==> src/rtl/instr_imm_stage.sv <==
// instr_imm_stage: two-entry registered decode buffer that splits RV64I fields and builds the raw 32-bit immediate.
// Optional opcode legality flag enabled by defining IMMGEN_ILLEGAL_CHECK_EN.
`default_nettype none

module instr_imm_stage #(
  parameter int DEPTH = 2
) (
  input  logic        clk,
  input  logic        reset,
  input  logic        flush,
  input  logic        in_valid,
  output logic        in_ready,
  input  logic [31:0] instr_in,
  output logic        out_valid,
  input  logic        out_ready,
  output logic [31:0] instr_out,
  output logic [6:0]  opcode,
  output logic [4:0]  rd,
  output logic [2:0]  funct3,
  output logic [4:0]  rs1,
  output logic [4:0]  rs2,
  output logic [6:0]  funct7,
  output logic [31:0] imm,
  output logic        illegal
);

  localparam logic [1:0] FULL_COUNT = 2'(DEPTH);

  localparam logic [6:0] OP_LOAD   = 7'b0000011;
  localparam logic [6:0] OP_IMM    = 7'b0010011;
  localparam logic [6:0] OP_IMM32  = 7'b0011011;
  localparam logic [6:0] OP_JALR   = 7'b1100111;
  localparam logic [6:0] OP_SYSTEM = 7'b1110011;
  localparam logic [6:0] OP_STORE  = 7'b0100011;
  localparam logic [6:0] OP_BRANCH = 7'b1100011;
  localparam logic [6:0] OP_LUI    = 7'b0110111;
  localparam logic [6:0] OP_AUIPC  = 7'b0010111;
  localparam logic [6:0] OP_JAL    = 7'b1101111;
  localparam logic [6:0] OP_REG    = 7'b0110011;
  localparam logic [6:0] OP_REG32  = 7'b0111011;

  logic [31:0] instr_q [DEPTH];
  logic [31:0] imm_q   [DEPTH];
  logic        head;
  logic        tail;
  logic [1:0]  count;
  logic [31:0] imm_d;
  logic        push;
  logic        pop;

  assign in_ready  = (count != FULL_COUNT);
  assign out_valid = (count != 2'd0);
  assign push      = in_valid && in_ready;
  assign pop       = out_valid && out_ready;

  always_comb begin
    imm_d = 32'd0;
    case (instr_in[6:0])
      OP_LOAD, OP_IMM, OP_IMM32, OP_JALR, OP_SYSTEM:
        imm_d = {{20{instr_in[31]}}, instr_in[31:20]};
      OP_STORE:
        imm_d = {{20{instr_in[31]}}, instr_in[31:25], instr_in[11:7]};
      OP_BRANCH:
        imm_d = {{19{instr_in[31]}}, instr_in[31], instr_in[7], instr_in[30:25], instr_in[11:8], 1'b0};
      OP_LUI, OP_AUIPC:
        imm_d = {instr_in[31:12], 12'd0};
      OP_JAL:
        imm_d = {{11{instr_in[31]}}, instr_in[31], instr_in[19:12], instr_in[20], instr_in[30:21], 1'b0};
      default:
        imm_d = 32'd0;
    endcase
  end

  // Flush clears storage as well so the empty stage presents the same values as after reset.
  always_ff @(posedge clk) begin
    if (reset || flush) begin
      count <= 2'd0;
      head  <= 1'b0;
      tail  <= 1'b0;
      for (int i = 0; i < DEPTH; i++) begin
        instr_q[i] <= 32'd0;
        imm_q[i]   <= 32'd0;
      end
    end else begin
      if (push) begin
        instr_q[tail] <= instr_in;
        imm_q[tail]   <= imm_d;
        tail          <= ~tail;
      end
      if (pop) begin
        head <= ~head;
      end
      case ({push, pop})
        2'b10:   count <= count + 2'd1;
        2'b01:   count <= count - 2'd1;
        default: count <= count;
      endcase
    end
  end

`ifdef IMMGEN_ILLEGAL_CHECK_EN
  logic known_d;
  logic ill_q [DEPTH];

  always_comb begin
    known_d = 1'b0;
    case (instr_in[6:0])
      OP_LOAD, OP_IMM, OP_IMM32, OP_JALR, OP_SYSTEM, OP_STORE, OP_BRANCH,
      OP_LUI, OP_AUIPC, OP_JAL, OP_REG, OP_REG32:
        known_d = 1'b1;
      default:
        known_d = 1'b0;
    endcase
  end

  always_ff @(posedge clk) begin
    if (reset || flush) begin
      for (int i = 0; i < DEPTH; i++) begin
        ill_q[i] <= 1'b0;
      end
    end else if (push) begin
      ill_q[tail] <= ~known_d;
    end
  end

  assign illegal = ill_q[head];
`else
  assign illegal = 1'b0;
`endif

  assign instr_out = instr_q[head];
  assign imm       = imm_q[head];
  assign opcode    = instr_out[6:0];
  assign rd        = instr_out[11:7];
  assign funct3    = instr_out[14:12];
  assign rs1       = instr_out[19:15];
  assign rs2       = instr_out[24:20];
  assign funct7    = instr_out[31:25];

endmodule

`default_nettype wire

==> config.mk <==
export PLATFORM = sky130hd
export DESIGN_NAME = instr_imm_stage
export DESIGN_NICKNAME = d
export VERILOG_FILES = /design/src/rtl/instr_imm_stage.sv
export SDC_FILE = /design/constraint.sdc
export NUM_CORES = 1
export LEC_CHECK = 0
export CORE_MARGIN = 5
export CORE_UTILIZATION = 55
export DETAILED_ROUTE_END_ITERATION = 8
export PLACE_DENSITY_LB_ADDON = 0.1
export SETUP_SLACK_MARGIN = 0.5
export SYNTH_ARGS = -nofsm -noshare
export SYNTH_HDL_FRONTEND = slang
export SYNTH_SLANG_ARGS = --single-unit
==> constraint.sdc <==
create_clock -name clk -period 19.9 [get_ports clk]
set_clock_uncertainty 0.05 [all_clocks]
set_input_delay 3.98 -clock clk [delete_from_list [all_inputs] [get_ports clk]]
set_output_delay 3.98 -clock clk [all_outputs]
set_load 0.02 [all_outputs]
# Yosys cells after proc, flatten, opt, wreduce, memory -nomap -nowiden
# Memories as Yosys holds them, arrays and structs flattened. A register that Yosys moved wholly into a read port is not among the register bits.
# Cells that the tools add are included.
[word_totals] regBits=4 word_cells=48 mem_count=2 ramBits=128
[op_classes] n_bitwise=2 n_mux=17 add_sub_neg=2 n_reduce_logical=9 n_eq_ne=13
[memory_table] name="imm_q" depth=2 width=32 rd=1 rd_ports_with_merged_regs=1 write_ports=2 line_no="43" text="logic [31:0] imm_q [DEPTH];"
[memory_table] name="instr_q" depth=2 width=32 rd=1 rd_ports_with_merged_regs=1 write_ports=2 line_no="42" text="logic [31:0] instr_q [DEPTH];"
[op_table] op="$pmux 32 s5" count=1
[op_table] op="$mux 32" count=2
[op_table] op="$reduce_or 32->1" count=2
[op_table] op="$eq 7x7->1 const B" count=4
[op_table] op="$eq 7x5->1 const B" count=3
[op_table] op="$eq 7x6->1 const B" count=2
[op_table] op="$mux 1" count=13
[op_table] op="$eq 7x2->1 const B" count=1
[op_table] op="$reduce_or 5->1" count=1
[op_table] op="$pmux 2 s2" count=1
[op_table] op="$reduce_bool 2->1" count=2
[op_table] op="$add 2x1->2 const B" count=1
[op_table] op="$eq 2x1->1 const B" count=1
[op_table] op="$eq 2x2->1 const B" count=1
[op_table] op="$logic_and 1x1->1" count=2
[op_table] op="$ne 2x2->1 const B" count=1
[op_table] op="$not 1->1" count=2
[op_table] op="$reduce_or 2->1" count=1
[op_table] op="$sub 2x1->2 const B" count=1
[op_table] op="$logic_or 1x1->1" count=1

# Logic depth before layout (Yosys ltp)
# Gate-level depths: netlist of run 1.
[depth] ltp_word=7 depth_mapped=6

# Least setup slack after synthesis of run 1
# No wires, ideal clock.
[synth_timing] path_type="input -> register" startpoint="input in_valid" endpoint="memory imm_q[0][0] (enable)" t_arrival_ps=8581 cell_stages=2 path_slack_ps=10695 path_cell_list="nand2_1 -> o21ai_0"
[synth_rtl] item="from (decl)" line_no="11" text="input logic in_valid,"
[synth_rtl] item="to (decl)" line_no="43"

==> results by group, run 1 <==
Run status
  – Outcome: completed

Power
  – Power Dens Cells: 86.0 nW/um^2
  – Peak supply drop: roughly 0.065 mV
  – LEAKAGE: between 3 and 4 nW

Routing
  – Vias: 4125
  – Vias per cell: 5.52
  – Iter 0 DRT Violations: 265
  – Pre-antenna DRT Iters: 5
  – Average wire per standard cell: 19.0 um
  – Antenna Nets Post-Route: 0
  – DR DRC count: 0
  – Post-Route WL: ~14000 um

Clock tree
  – CTS max path bufs: 2
  – Post-CTS Setup Repair Bufs: 0
  – CTS resizes: 0
  – Hold buffers post-CTS: 0
  – Total clock buffers created by CTS: 17
  – Clk slew on worst S/H paths: 0.06 ns
  – Clk sinks: 133
  – Clock latency on the worst-skew pair: around 0.41 ns
  – CTS H-tree depth: 4
  – CTS tree: yes
  – Clock root cell: clkbuf_16

STA
  – Worst rel slew slack: 0.325
  – Worst slew pin tran: 1.01 ns
  – Final Max Slew Viols: 0
  – Worst setup margin: about 13 ns
  – Final period util: 0.342
  – F_max: 0.147 GHz
  – Final setup fails: 0
  – Final hold vios: 0
  – RSZ-0062 raised after global routing: no
  – Min Hold Slack: 0.462 ns
  – Crit path time final: 6.81 ns
  – Setup TNS after final layout: 0 ns

Yosys
  – #FFs+latches synth: 133
  – Mapped Cells: 496
  – Avg Inst Size Synth: approximately 13 sq um
  – Synthesized net count: 534
  – Register area share after synthesis: 0.608
  – Yosys cell types: 44
  – Post-synth top area share: 0.592
  – Synth area leader: edfxtp_1
  – Cell Area, Synth: 6490 sq um
  – Dominant cells by area after synthesis: edfxtp_1 (59%), mux2_2 (11%), and2_1 (6.2%)
  – Synthesis Warnings: 0

Worst setup path
  – Max FO, Critical Path: 35
  – Crit path max-delay family: buffers and inverters
  – Slowest CP cell: dfxtp_2
  – CP Cell Sequence: buf_4, mux2_2, clkdlybuf4s50_1
  – WP buf/inv: 2
  – Worst setup path category: reg -> out
  – Max incr delay on CP: slightly above 0.8 ns
  – Startpoint Class: register
  – CP endpoint kind: output pin
  – Worst EP arrival: approximately 2.8 ns
  – Critical Path RT: 15.87 ns

Floorplanning
  – Core ar.: 11500 sq um
  – Initial Util: 0.564
  – Die height: 119 um
  – Io pins: about 140
  – Row cnt: 39
  – Die Span X: 119 um
  – Die ar.: ~14000 sq um

GRT
  – Number of global-route vias before repair: ~4.3k
  – Maximum number of pins on one net before global-route repair: 65
  – Gr usage total: 0.203
  – Initial antenna violation count: 0
  – GRT overflow: 0
  – First-pass GRT wire length: 22500 um

Cells and area
  – Area delta synth->final: 26.1%
  – Share of cells above drive strength 1: 0.185
  – Ant. Diodes: 0
  – Most frequent cells in the layout: clkdlybuf4s50_1 (134), edfxtp_1 (128), and2_1 (64), mux2_2 (64), a21oi_1 (29)
  – Most common cell after layout, fill and taps aside: clkdlybuf4s50_1
  – Post-layout net count: 629
  – Non-Filler Instances: 747

Placed design
  – Setup WS pre-CTS: ~13 ns
  – Gpl congestion: 0.815
  – PortBufs: about 130
  – Post-DP HPWL: 9010 um
  – Placed cell count: 715

Min path
  – Worst min-delay path class: reg -> reg

Run
  – Max_cap viols: 0
==> sequential cells by signal (all words and copies together), names as in the netlist, named ones only <==
register	cells
imm_q	64
instr_q	64
count	2
tail	1
head	1
==> power by group <==
| part | switching [mW] | leakage, nW | total [mW] | internal (mW) |
|---|---|---|---|---|
| Sequential | 0.00411 | 1.49 | 0.325 | 0.320 |
| Clock | 0.113 | 0.275 | 0.295 | 0.181 |
| Combinational | 0.0457 | 1.36 | 0.0848 | 0.0391 |
| Total | 0.163 | 3.13 | 0.704 | 0.541 |
==> synth_stat cells (all sizes together) <==
library cell	count
and2	64
edfxtp	128
xor2	2
clkbuf	7
a2111oi	2
or3	1
and3	3
a41oi	1
dfxtp	5
mux2	64
and4b	2
a21oi	29
inv	13
conb	1
o21bai	2
or2	2
and4	3
nor3	1
a211oi	2
o21ba	1
o21a	1
o311a	1
nor2b	8
nand2	25
nand4	7
ha	1
o211ai	7
nand4b	1
xnor2	3
o31ai	12
nor2	26
nand2b	2
o21ai	9
nand3	5
buf	55
==> per-stage QoR <==
stage | util | total power, mW | area [sq um]
final | 0.711 | 0.704 | 8190
after global routing | 0.711 | 0.727 | 8190
after CTS | 0.711 | 0.706 | 8190
after detailed placement | 0.663 | 0.416 | 7640
after global placement | 0.663 | 0.414 | 7640
after floorplan | - | 0.381 | 6490
==> worst register-to-register path: cells and delay by family (launching register included) <==
family | cells | cell delay, ns
and+or+nand+nor | 2 | 1.10
DFF | 1 | 0.38
AOI/OAI and AO/OA | 2 | 0.58
==> logic make-up (layout without fill, tap and decap cells) <==
group	Yosys count	after routing	share of synthesized area
AND/OR/NAND/NOR	150	150	0.128
XOR/XNOR	5	5	0.00675
adder cells (fa/ha/maj)	1	1	0.00193
multiplexers	64	64	0.111
AO/OA/AOI/OAI	67	67	0.0717
other	1	1	0.000578
buffers and inverters	75	183	0.0729
flip-flops	133	133	0.608
==> per-layer routing <==
metal | wire, um | up-vias | GRT usage | share of wire
li1 | - | 1959 | - | -
met1 | 5890 | 2014 | 0.247 | 0.41
met2 | 7390 | 136 | 0.351 | 0.52
met3 | 773 | 16 | 0.0516 | 0.054
met4 | 160 | 0 | 0.0724 | 0.011
met5 | 0 | - | 0 | 0
==> area by class of cell <==
class	instances	area [sq um]
clock inverters	13	115
fillers	814	3330
flip-flops and latches	133	3950
clock buffers	19	433
repair buffers	138	1370
inverters	13	48.8
multi-input cells	288	2090
well taps	143	179
==> final timing paths <==
check / to / depth (start not counted) / slack [ns] / startpoint
setup / recovery: instr_out[31] / 3 / 13.09 / register
hold / removal: count[1]$_SDFFE_PP0P_ / 2 / 0.46 / count[1]$_SDFFE_PP0P_
setup reg to reg: imm_q[1][19]$_SDFFCE_PN0P_ / 4 / 17.61 / count[0]$_SDFFE_PP0P_
hold reg to reg: count[1]$_SDFFE_PP0P_ / 2 / 0.46 / count[1]$_SDFFE_PP0P_
No activity file was read; power rests on OpenSTA's default activity.
==> run 2, diff against run 1 <==
- CORE_UTILIZATION: 55 -> 51
- clock period: 19.9 -> 6.3 ns (I/O delays scaled with it)
==> run 2 against run 1 <==
First-iteration DRC count decreased by 0.75%. Final cell count increased by 3.7%. Worst hold slack improved by 0.00075 ns. Combinational power increased to 3.1 times the previous value. Critical path type unchanged. Largest power group unchanged.
==> results by group, run 2 (same netlist as run 1, synthesis figures left out) <==
STA
  – Crit path time final: 3.70 ns
  – Final setup fails: 0
  – Worst slew pin tran: 1.01 ns
  – RSZ-0062 raised after global routing: no
  – Worst rel slew slack: 0.326
  – Final hold vios: 0
  – F_max: 0.270 GHz
  – Final Max Slew Viols: 0
  – Setup TNS after final layout: 0 ns
  – Worst setup margin: 2.60 ns
  – Final period util: 0.588

Run status
  – Outcome: completed

Clock tree
  – Clock root cell: clkbuf_16
  – CTS H-tree depth: 4
  – Clk sinks: 133
  – Clock latency on the worst-skew pair: between 0.4 and 0.5 ns
  – CTS max path bufs: 2
  – Hold buffers post-CTS: 0
  – Total clock buffers created by CTS: 17
  – Clk slew on worst S/H paths: 0.06 ns
  – Post-CTS Setup Repair Bufs: 0
  – CTS tree: yes
  – CTS resizes: 0

Power
  – Power Dens Cells: between 200 and 300 nW/um^2
  – Peak supply drop: 0.120 mV
  – LEAKAGE: ~3.1 nW

Worst setup path
  – Worst setup path category: reg -> out
  – Slowest CP cell: dfxtp_4
  – CP endpoint kind: output pin
  – Max FO, Critical Path: 64
  – WP buf/inv: 1
  – Critical Path RT: roughly 5.0 ns
  – CP Cell Sequence: mux2_2, clkdlybuf4s50_1
  – Worst EP arrival: ~2.4 ns
  – Max incr delay on CP: 0.95 ns
  – Crit path max-delay family: flip-flops
  – Startpoint Class: register

Routing
  – DR DRC count: 0
  – Antenna Nets Post-Route: 0
  – Pre-antenna DRT Iters: 4
  – Vias: 4158
  – Vias per cell: around 5.4
  – Iter 0 DRT Violations: 263
  – Post-Route WL: 14400 um
  – Average wire per standard cell: 18.6 um

Cells and area
  – Ant. Diodes: 0
  – Most frequent cells in the layout: clkdlybuf4s50_1 (134), edfxtp_1 (128), and2_1 (64), mux2_2 (64), a21oi_1 (29)
  – Most common cell after layout, fill and taps aside: clkdlybuf4s50_1
  – Largest registers: imm_q: 64 flops, instr_q: 64 flops, count: 2 flops
  – Area delta synth->final: 27.6%
  – Share of cells above drive strength 1: 0.186
  – FILL cells: 964
  – Post-layout net count: about 630
  – Reg area: 3950 sq um
  – Multi-input gate area: between 2000 and 2500 sq um

GRT
  – Gr usage total: 0.200
  – Maximum number of pins on one net before global-route repair: 65
  – First-pass GRT wire length: about 23000 um
  – Number of global-route vias before repair: 4439
  – GRT overflow: 0
  – Initial antenna violation count: 0

Placed design
  – Post-DP HPWL: 9270 um
  – Setup WS pre-CTS: 2.38 ns
  – PortBufs: 134
  – Gpl congestion: 0.779

Min path
  – Worst min-delay path class: reg -> reg

Floorplanning
  – Row cnt: slightly above 40
  – Io pins: 136
  – Core ar.: 12600 sq um
  – Die height: 123 um
  – Die Span X: 123 um
  – Initial Util: 0.516
  – Die ar.: 15100 sq um

Run
  – Max_cap viols: 0
run 2: changes by cell type in the layout (fill, tap and decap cells not counted), moves of 2 or more:
cell / previous run / this run
clkinv_2: 8 / 3
clkbuf_1: 2 / 0
clkinv_4: 0 / 3
bufinv_16: 2 / 4
run 2: final timing paths:
path / startpoint / to / slack [ns] / cells past startpoint
max: register / instr_out[6] / 2.60 / 2
min: count[1]$_SDFFE_PP0P_ / count[1]$_SDFFE_PP0P_ / 0.46 / 2
max reg2reg: count[0]$_SDFFE_PP0P_ / imm_q[0][5]$_SDFFCE_PN0P_ / 3.80 / 4
min reg2reg: count[1]$_SDFFE_PP0P_ / count[1]$_SDFFE_PP0P_ / 0.46 / 2
run 2: layout make-up:
type | instances | share of cell area
clock inverters | 15 | 0.0227
inverters | 13 | 0.00589
repair buffers | 137 | 0.165
flip-flops and latches | 133 | 0.477
multi-input cells | 288 | 0.253
well taps | 172 | 0.0260
clock buffers | 17 | 0.0514
run 2: power breakdown:
part	internal [mW]	switching, mW	total [mW]
Sequential	1.01	0.0153	1.03
Combinational	0.123	0.143	0.266
Clock	0.657	0.368	1.02
run 2: layer usage:
layer  GRT usage  routed length [um]  vias up
met1       0.234                5910     2055
li1            -                   -     1954
met2       0.358                7630      143
met4      0.0679                  93        0
met5           0                   0        -
met3      0.0507                 783        6
run 2: stage by stage:
step / hold slack, ns / std cells / utilization / total power [mW] / instance area, sq um
2_1_floorplan: 0.427 / 496 / - / 1.20 / 6490
4_1_cts: 0.465 / 775 / 0.659 / 2.34 / 8280
6_report: 0.463 / 775 / 0.659 / 2.32 / 8280
3_3_place_gp: 0.445 / 743 / 0.610 / 1.31 / 7670
3_5_place_dp: 0.457 / 743 / 0.610 / 1.31 / 7670
5_1_grt: 0.491 / 775 / 0.659 / 2.39 / 8280
run 2: worst reg2reg max path: stages (launching register included):
cell and delay [ns]:
dfxtp_1 0.38, nand2b_2 0.20, nand2_1 0.14, o21ai_4 0.70, buf_4 0.63
